===== src/rtl/alu_control_seq_pkg.sv =====
// alu_control_seq_pkg: ALU codes, opcodes, funct codes, mul/div op and FSM state types.
// Rev 1.0
`default_nettype none

package alu_control_seq_pkg;

  localparam int ALU_W = 4;

  localparam logic [ALU_W-1:0] ALU_AND = 4'h0;
  localparam logic [ALU_W-1:0] ALU_OR  = 4'h1;
  localparam logic [ALU_W-1:0] ALU_ADD = 4'h2;
  localparam logic [ALU_W-1:0] ALU_XOR = 4'h3;
  localparam logic [ALU_W-1:0] ALU_SLL = 4'h4;
  localparam logic [ALU_W-1:0] ALU_SRL = 4'h5;
  localparam logic [ALU_W-1:0] ALU_SUB = 4'h6;
  localparam logic [ALU_W-1:0] ALU_SLT = 4'h7;
  localparam logic [ALU_W-1:0] ALU_SRA = 4'h8;
  localparam logic [ALU_W-1:0] ALU_NOR = 4'hC;

  localparam logic [5:0] OP_ADDI = 6'h08;
  localparam logic [5:0] OP_SLTI = 6'h0A;
  localparam logic [5:0] OP_ANDI = 6'h0C;
  localparam logic [5:0] OP_ORI  = 6'h0D;
  localparam logic [5:0] OP_XORI = 6'h0E;
  localparam logic [5:0] OP_LW   = 6'h23;
  localparam logic [5:0] OP_SW   = 6'h2B;

  localparam logic [5:0] F_SLL   = 6'h00;
  localparam logic [5:0] F_SRL   = 6'h02;
  localparam logic [5:0] F_SRA   = 6'h03;
  localparam logic [5:0] F_JR    = 6'h08;
  localparam logic [5:0] F_MULT  = 6'h18;
  localparam logic [5:0] F_MULTU = 6'h19;
  localparam logic [5:0] F_DIV   = 6'h1A;
  localparam logic [5:0] F_DIVU  = 6'h1B;
  localparam logic [5:0] F_ADD   = 6'h20;
  localparam logic [5:0] F_SUB   = 6'h22;
  localparam logic [5:0] F_AND   = 6'h24;
  localparam logic [5:0] F_OR    = 6'h25;
  localparam logic [5:0] F_XOR   = 6'h26;
  localparam logic [5:0] F_NOR   = 6'h27;
  localparam logic [5:0] F_SLT   = 6'h2A;

  typedef enum logic [1:0] {
    MD_MULT  = 2'd0,
    MD_MULTU = 2'd1,
    MD_DIV   = 2'd2,
    MD_DIVU  = 2'd3
  } md_op_e;

  typedef enum logic [1:0] {
    S_IDLE    = 2'd0,
    S_MD_RUN  = 2'd1,
    S_MD_DONE = 2'd2
  } state_e;

endpackage

`default_nettype wire


===== src/rtl/alu_control_seq_funct_map.sv =====
// alu_funct_map: combinational opcode/funct/ALUop decode; illegal reporting gated by ALU_CTRL_ILLEGAL_TRAP_EN.
// Rev 1.0
`default_nettype none

module alu_funct_map
  import alu_control_seq_pkg::*;
(
  input  logic [5:0]       opcode_i,
  input  logic [5:0]       funct_i,
  input  logic [1:0]       alu_op_i,
  input  logic             pc_write_i,
  output logic [ALU_W-1:0] code_o,
  output logic             is_md_o,
  output md_op_e           md_op_o,
  output logic             illegal_o
);

`ifdef ALU_CTRL_ILLEGAL_TRAP_EN
  localparam bit TRAP_EN = 1'b1;
`else
  localparam bit TRAP_EN = 1'b0;
`endif

  logic unknown;

  always_comb begin
    code_o  = ALU_ADD;
    is_md_o = 1'b0;
    md_op_o = MD_MULT;
    unknown = 1'b0;
    if (alu_op_i == 2'b00) begin
      if (!pc_write_i) begin
        case (opcode_i)
          OP_LW, OP_SW, OP_ADDI: code_o = ALU_ADD;
          OP_ANDI:               code_o = ALU_AND;
          OP_ORI:                code_o = ALU_OR;
          OP_XORI:               code_o = ALU_XOR;
          OP_SLTI:               code_o = ALU_SLT;
          default:               unknown = 1'b1;
        endcase
      end
    end else if (alu_op_i[0]) begin
      code_o = ALU_SUB;
    end else begin
      case (funct_i)
        F_SLL:   code_o = ALU_SLL;
        F_SRA:   code_o = ALU_SRA;
        F_SRL:   code_o = ALU_SRL;
        F_XOR:   code_o = ALU_XOR;
        F_ADD:   code_o = ALU_ADD;
        F_SUB:   code_o = ALU_SUB;
        F_AND:   code_o = ALU_AND;
        F_OR:    code_o = ALU_OR;
        F_SLT:   code_o = ALU_SLT;
        F_NOR:   code_o = ALU_NOR;
        F_JR:    code_o = ALU_ADD;
        F_MULT:  begin is_md_o = 1'b1; md_op_o = MD_MULT;  end
        F_MULTU: begin is_md_o = 1'b1; md_op_o = MD_MULTU; end
        F_DIV:   begin is_md_o = 1'b1; md_op_o = MD_DIV;   end
        F_DIVU:  begin is_md_o = 1'b1; md_op_o = MD_DIVU;  end
        default: unknown = 1'b1;
      endcase
    end
  end

  assign illegal_o = TRAP_EN & unknown;

endmodule

`default_nettype wire


===== src/rtl/alu_control_seq.sv =====
// alu_control_seq: registered ALU decoder with mul/div sequencing and flush (option: ALU_CTRL_ILLEGAL_TRAP_EN).
// Rev 1.0
`default_nettype none

module alu_control_seq
  import alu_control_seq_pkg::*;
#(
  parameter int CTRL_W        = 4,
  parameter int MULDIV_CYCLES = 32
) (
  input  logic              clk,
  input  logic              rst_n,
  input  logic              in_valid,
  output logic              in_ready,
  input  logic [5:0]        opcode,
  input  logic [5:0]        funct,
  input  logic [1:0]        alu_op,
  input  logic              pc_write,
  input  logic              flush,
  output logic              out_valid,
  output logic [CTRL_W-1:0] alu_control,
  output logic              illegal,
  output logic              md_start,
  output logic [1:0]        md_op,
  output logic              md_abort,
  output logic              hilo_we,
  output logic              busy
);

  localparam int              CNT_W    = $clog2(MULDIV_CYCLES + 1);
  localparam logic [CNT_W-1:0] CNT_LOAD = CNT_W'(MULDIV_CYCLES - 1);

  state_e             state_q, state_d;
  logic [CNT_W-1:0]   cnt_q, cnt_d;
  logic               out_valid_q, out_valid_d;
  logic [CTRL_W-1:0]  ctrl_q, ctrl_d;
  logic               illegal_q, illegal_d;
  logic               md_start_q, md_start_d;
  md_op_e             md_op_q, md_op_d;

  logic [ALU_W-1:0]   dec_code;
  logic               dec_is_md;
  md_op_e             dec_md_op;
  logic               dec_illegal;
  logic               accept;

  alu_funct_map u_funct_map (
    .opcode_i   (opcode),
    .funct_i    (funct),
    .alu_op_i   (alu_op),
    .pc_write_i (pc_write),
    .code_o     (dec_code),
    .is_md_o    (dec_is_md),
    .md_op_o    (dec_md_op),
    .illegal_o  (dec_illegal)
  );

  assign accept = in_valid && in_ready;

  always_comb begin
    state_d     = state_q;
    cnt_d       = cnt_q;
    ctrl_d      = ctrl_q;
    md_op_d     = md_op_q;
    out_valid_d = 1'b0;
    illegal_d   = 1'b0;
    md_start_d  = 1'b0;
    case (state_q)
      S_IDLE: begin
        if (accept) begin
          ctrl_d = CTRL_W'(dec_code);
          if (dec_is_md) begin
            state_d    = S_MD_RUN;
            cnt_d      = CNT_LOAD;
            md_start_d = 1'b1;
            md_op_d    = dec_md_op;
          end else begin
            out_valid_d = 1'b1;
            illegal_d   = dec_illegal;
          end
        end
      end
      S_MD_RUN: begin
        // Flush wins over completion: an aborted op never reaches MD_DONE.
        if (flush) begin
          state_d = S_IDLE;
          cnt_d   = '0;
        end else if (cnt_q == '0) begin
          state_d = S_MD_DONE;
        end else begin
          cnt_d = cnt_q - CNT_W'(1);
        end
      end
      S_MD_DONE: state_d = S_IDLE;
      default:   state_d = S_IDLE;
    endcase
  end

  always_ff @(posedge clk or negedge rst_n) begin
    if (!rst_n) begin
      state_q     <= S_IDLE;
      cnt_q       <= '0;
      out_valid_q <= 1'b0;
      ctrl_q      <= '0;
      illegal_q   <= 1'b0;
      md_start_q  <= 1'b0;
      md_op_q     <= MD_MULT;
    end else begin
      state_q     <= state_d;
      cnt_q       <= cnt_d;
      out_valid_q <= out_valid_d;
      ctrl_q      <= ctrl_d;
      illegal_q   <= illegal_d;
      md_start_q  <= md_start_d;
      md_op_q     <= md_op_d;
    end
  end

  assign in_ready    = (state_q == S_IDLE) && !flush;
  assign busy        = (state_q != S_IDLE);
  assign out_valid   = out_valid_q || (state_q == S_MD_DONE);
  assign hilo_we     = (state_q == S_MD_DONE);
  assign md_abort    = (state_q == S_MD_RUN) && flush;
  assign md_start    = md_start_q;
  assign md_op       = md_op_q;
  assign alu_control = ctrl_q;
  assign illegal     = illegal_q;

endmodule

`default_nettype wire


===== config.mk =====
export PLATFORM = sky130hd
export DESIGN_NAME = alu_control_seq
export DESIGN_NICKNAME = d
export VERILOG_FILES = /design/src/rtl/alu_control_seq_pkg.sv /design/src/rtl/alu_control_seq_funct_map.sv /design/src/rtl/alu_control_seq.sv
export SDC_FILE = /design/constraint.sdc
export NUM_CORES = 1
export LEC_CHECK = 0
export BUFFER_PORTS_ARGS = -buffer_cell sky130_fd_sc_hd__buf_2
export CAP_MARGIN = 20
export CORE_MARGIN = 2
export CORE_UTILIZATION = 54
export CTS_CLUSTER_SIZE = 24
export DETAILED_ROUTE_END_ITERATION = 8
export PLACE_DENSITY = 0.79
export SLEW_MARGIN = 20
export SYNTH_ARGS = -nofsm -noshare
export SYNTH_HDL_FRONTEND = slang
export SYNTH_SLANG_ARGS = --single-unit

===== constraint.sdc =====
create_clock -name clk -period 3.6 [get_ports clk]
set_input_delay 0 -clock clk [delete_from_list [all_inputs] [get_ports clk]]
set_output_delay 0 -clock clk [all_outputs]
set_load 0.005 [all_outputs]

==> results.py <==
metrics = {
    "final_layout": {
        "fin_nets": 170,
        "drive_gt1_share_pct": 31.1,
        "syn_to_final_growth_pct": 19.4,
        "diodes": 0,
        "instances_no_fill": 173,
    },
    "setup_path": {
        "crit_fanout": 6,
        "crit_required_ps": 3790,
        "worst-endpoint-arrival_ps": 2170,
        "endpoint_kind": "flip-flop",
        "start_kind": "flip-flop",
        "worstSetupPathType": "reg2reg",
    },
    "sta": {
        "worstMarginPinSlew_ps": 617,
        "grt_setup_unrepaired": "no",
        "slew_violations": 0,
        "final.period_utilization_pct": 55.1,
        "finalSetupViolations": 0,
        "maxSlewHeadroom_pct": 58.4,
        "hold_viol": 0,
        "skew_ps": 2.28,
        "max_freq_ghz": 0.504,
        "tns_ps": 0,
        "finalWorstSetupSlack_ps": 1620,
        "min_period_ps": 1980,
    },
    "logic_synthesis": {
        "syn_nets": 138,
        "synthFlopType": "dfrtp_1",
        "syn_inst": 117,
        "ys_seq_elements": 16,
        "synth_area_leaders": "dfrtp_1, a31oi_1, a21oi_1",
        "synth_top_area_share_pct": 38.3,
        "syn_area_um2": 1050,
        "synth-edff-count": 0,
        "ys_types": 49,
        "post-synth-top-count-cell": "dfrtp_1",
        "yosysWarnings": 0,
        "synth_area_per_cell_um2": 8.94,
        "async_flop_share_pct": 100,
        "synth_common_cells": "dfrtp_1, nor2_1, a21oi_1, inv_1, nand2_1",
        "synth_top_area_cell": "dfrtp_1",
        "ys_seq_area_share_pct": 38.3,
    },
    "die": {
        "core_area_um2": 1780,
        "dieArea_um2": 2300,
        "start_util_pct": 58.7,
        "die_y_um": 48.0,
        "io_pins": 32,
        "fp.dieW_um": 48.0,
        "rows": 15,
    },
    "routing": {
        "vias": 1007,
        "first_pass_iters": 5,
        "first_iter_violations": 27,
        "avgViaCountPerCell": 5.82,
        "wirelength_um": 2410,
        "drt_drc_violations_left": 0,
        "ant_nets": 0,
        "post_drt_wl_per_cell_um": 13.9,
    },
    "job": {
        "max-cap-violations": 0,
    },
    "cts": {
        "cts_resized": 0,
        "cts_sinks": 16,
        "clockBufferDepth": 2,
        "cts-root-buf": "clkbuf_4",
        "path_clk_slew_ps": 90,
        "clock_latency_ps": 290,
        "htreeDepth": 1,
        "cts_buffers": 3,
        "cts_tree": "yes",
    },
    "grt": {
        "grt_pass1_vias": 926,
        "grt_max_degree": 17,
        "grt_pass1_wl_um": 3820,
        "grt_use_total_pct": 24.5,
        "antenna_found_initial": 0,
        "grt-ovfl-total": 0,
    },
    "power": {
        "p_sw_share_pct": 35.7,
        "switching_power_uw": 221,
        "powerDensity_nw_per_um2": 495,
        "combPwrFrac_pct": 36.8,
        "power.internal_uw": 397,
        "peakVddDrop_mv": 0.253,
        "power_leakage_nw": 0.600,
        "seq_power_share_pct": 43.7,
        "clkPwrFrac_pct": 19.5,
    },
    "placement": {
        "dp.cells": 167,
        "dp_hpwl_um": 1870,
        "io_buffers": 30,
        "place_congestion": 0.818,
        "pre_cts_ws_ps": 1660,
    },
    "worst_hold_path": {
        "min-delay-path-class": "in2reg",
    },
    "status": {
        "status": "finished, final reports clean",
    },
}
==> cell families (layout without fill, tap and decap cells) <==
family / count (synthesis) / after routing / synth area share (%)
adders and majority gates: 2 / 2 / 2.39
AOI/OAI and AO/OA: 36 / 36 / 23.6
buffers and inverters: 12 / 43 / 5.86
and+or+nand+nor: 49 / 49 / 28.7
DFF: 16 / 16 / 38.3
other: 1 / 1 / 0.359
xor gates and xnor gates: 1 / 1 / 0.837
==> cell usage in the layout, fill, tap and decap left out, drive strengths merged, types with 2 or more instances in the layout <==
cell type	Yosys	routed
a21o	3	3
o22a	2	2
or3	3	3
ha	2	2
or2b	2	2
inv	7	7
or2	4	4
buf	3	30
a31oi	6	6
nand3	3	3
dlygate4sd3	0	2
nand2	7	7
or4	2	2
a21oi	7	7
nor2b	2	2
clkbuf	2	4
and2	2	2
nor2	8	8
nor3	3	3
nand3b	2	2
o21ai	6	6
dfrtp	16	16
nand2b	4	4
a2111oi	2	2
==> final timing paths <==
path	start	slack, ps	endpoint	cells past startpoint
worst max-delay path	cnt_q[0]$_DFFE_PN0P_	1620	cnt_q[2]$_DFFE_PN0P_	6
worst min-delay path	funct[1]	4	md_op[1]$_DFFE_PN0P_	3
worst max register to register	cnt_q[0]$_DFFE_PN0P_	1620	cnt_q[2]$_DFFE_PN0P_	6
worst min register to register	md_op[1]$_DFFE_PN0P_	480	md_op[1]$_DFFE_PN0P_	2
max in group asynchronous	rst_n	3180	cnt_q[2]$_DFFE_PN0P_	2
min in group asynchronous	rst_n	150	md_op[0]$_DFFE_PN0P_	2
==> worst max-delay path: stages (launching register included) <==
cell and delay, ps:
dfrtp_1 420, inv_1 110, ha_1 150, or2b_2 310, o21ai_0 510, a21oi_1 170
o22a_2 220
==> cell type report <==
| type | count | area, um2 |
|---|---|---|
| clock buffer | 4 | 36.3 |
| fill | 161 | 534 |
| inverter | 7 | 26.3 |
| multi-input combinational | 89 | 584 |
| sequential | 16 | 400 |
| tap | 25 | 31.3 |
| timing repair buffer | 32 | 170 |
==> layer usage <==
layer  up-vias  global-route usage (%)  part of all wire, %
li1        489                       -                    -
met1       463                    29.2                   44
met2        51                    42.4                   48
met3         4                    4.91                  5.9
met4         0                    10.8                  1.7
met5         -                       0                    0
==> what timing repair did <==
| action | CTS | global route |
|---|---|---|
| hold endpoints to repair | 17 | 0 |
| hold buffers | 2 | 0 |
| buffers inserted | 0 | 0 |
==> state kept, by name, summed over array words and instances (netlist names) <==
| register | cells |
|---|---|
| md_op | 2 |
| alu_control | 4 |
| state_q | 2 |
| cnt_q | 6 |
| md_start | 1 |
| out_valid_q | 1 |
==> metrics by stage <==
step	hold slack (ps)	area (um2)	power, mW	util, %
floorplan	-296	1050	0.425	-
finish	3.76	1250	0.618	70.0
global placement	-68.6	1190	0.482	66.9
detailed placement	-64.0	1190	0.497	66.9
CTS	3.64	1250	0.620	70.0
global route	42.6	1250	0.659	70.0
==> power groups by stage <==
stage | Combinational [mW] | Clock, mW | Sequential, mW
CTS | 0.228 | 0.124 | 0.269
global placement | 0.214 | 0 | 0.268
global route | 0.252 | 0.131 | 0.276
floorplan | 0.162 | 0 | 0.263
detailed placement | 0.225 | 0 | 0.272
finish | 0.228 | 0.120 | 0.270
Power figures use the tool's default switching activity.
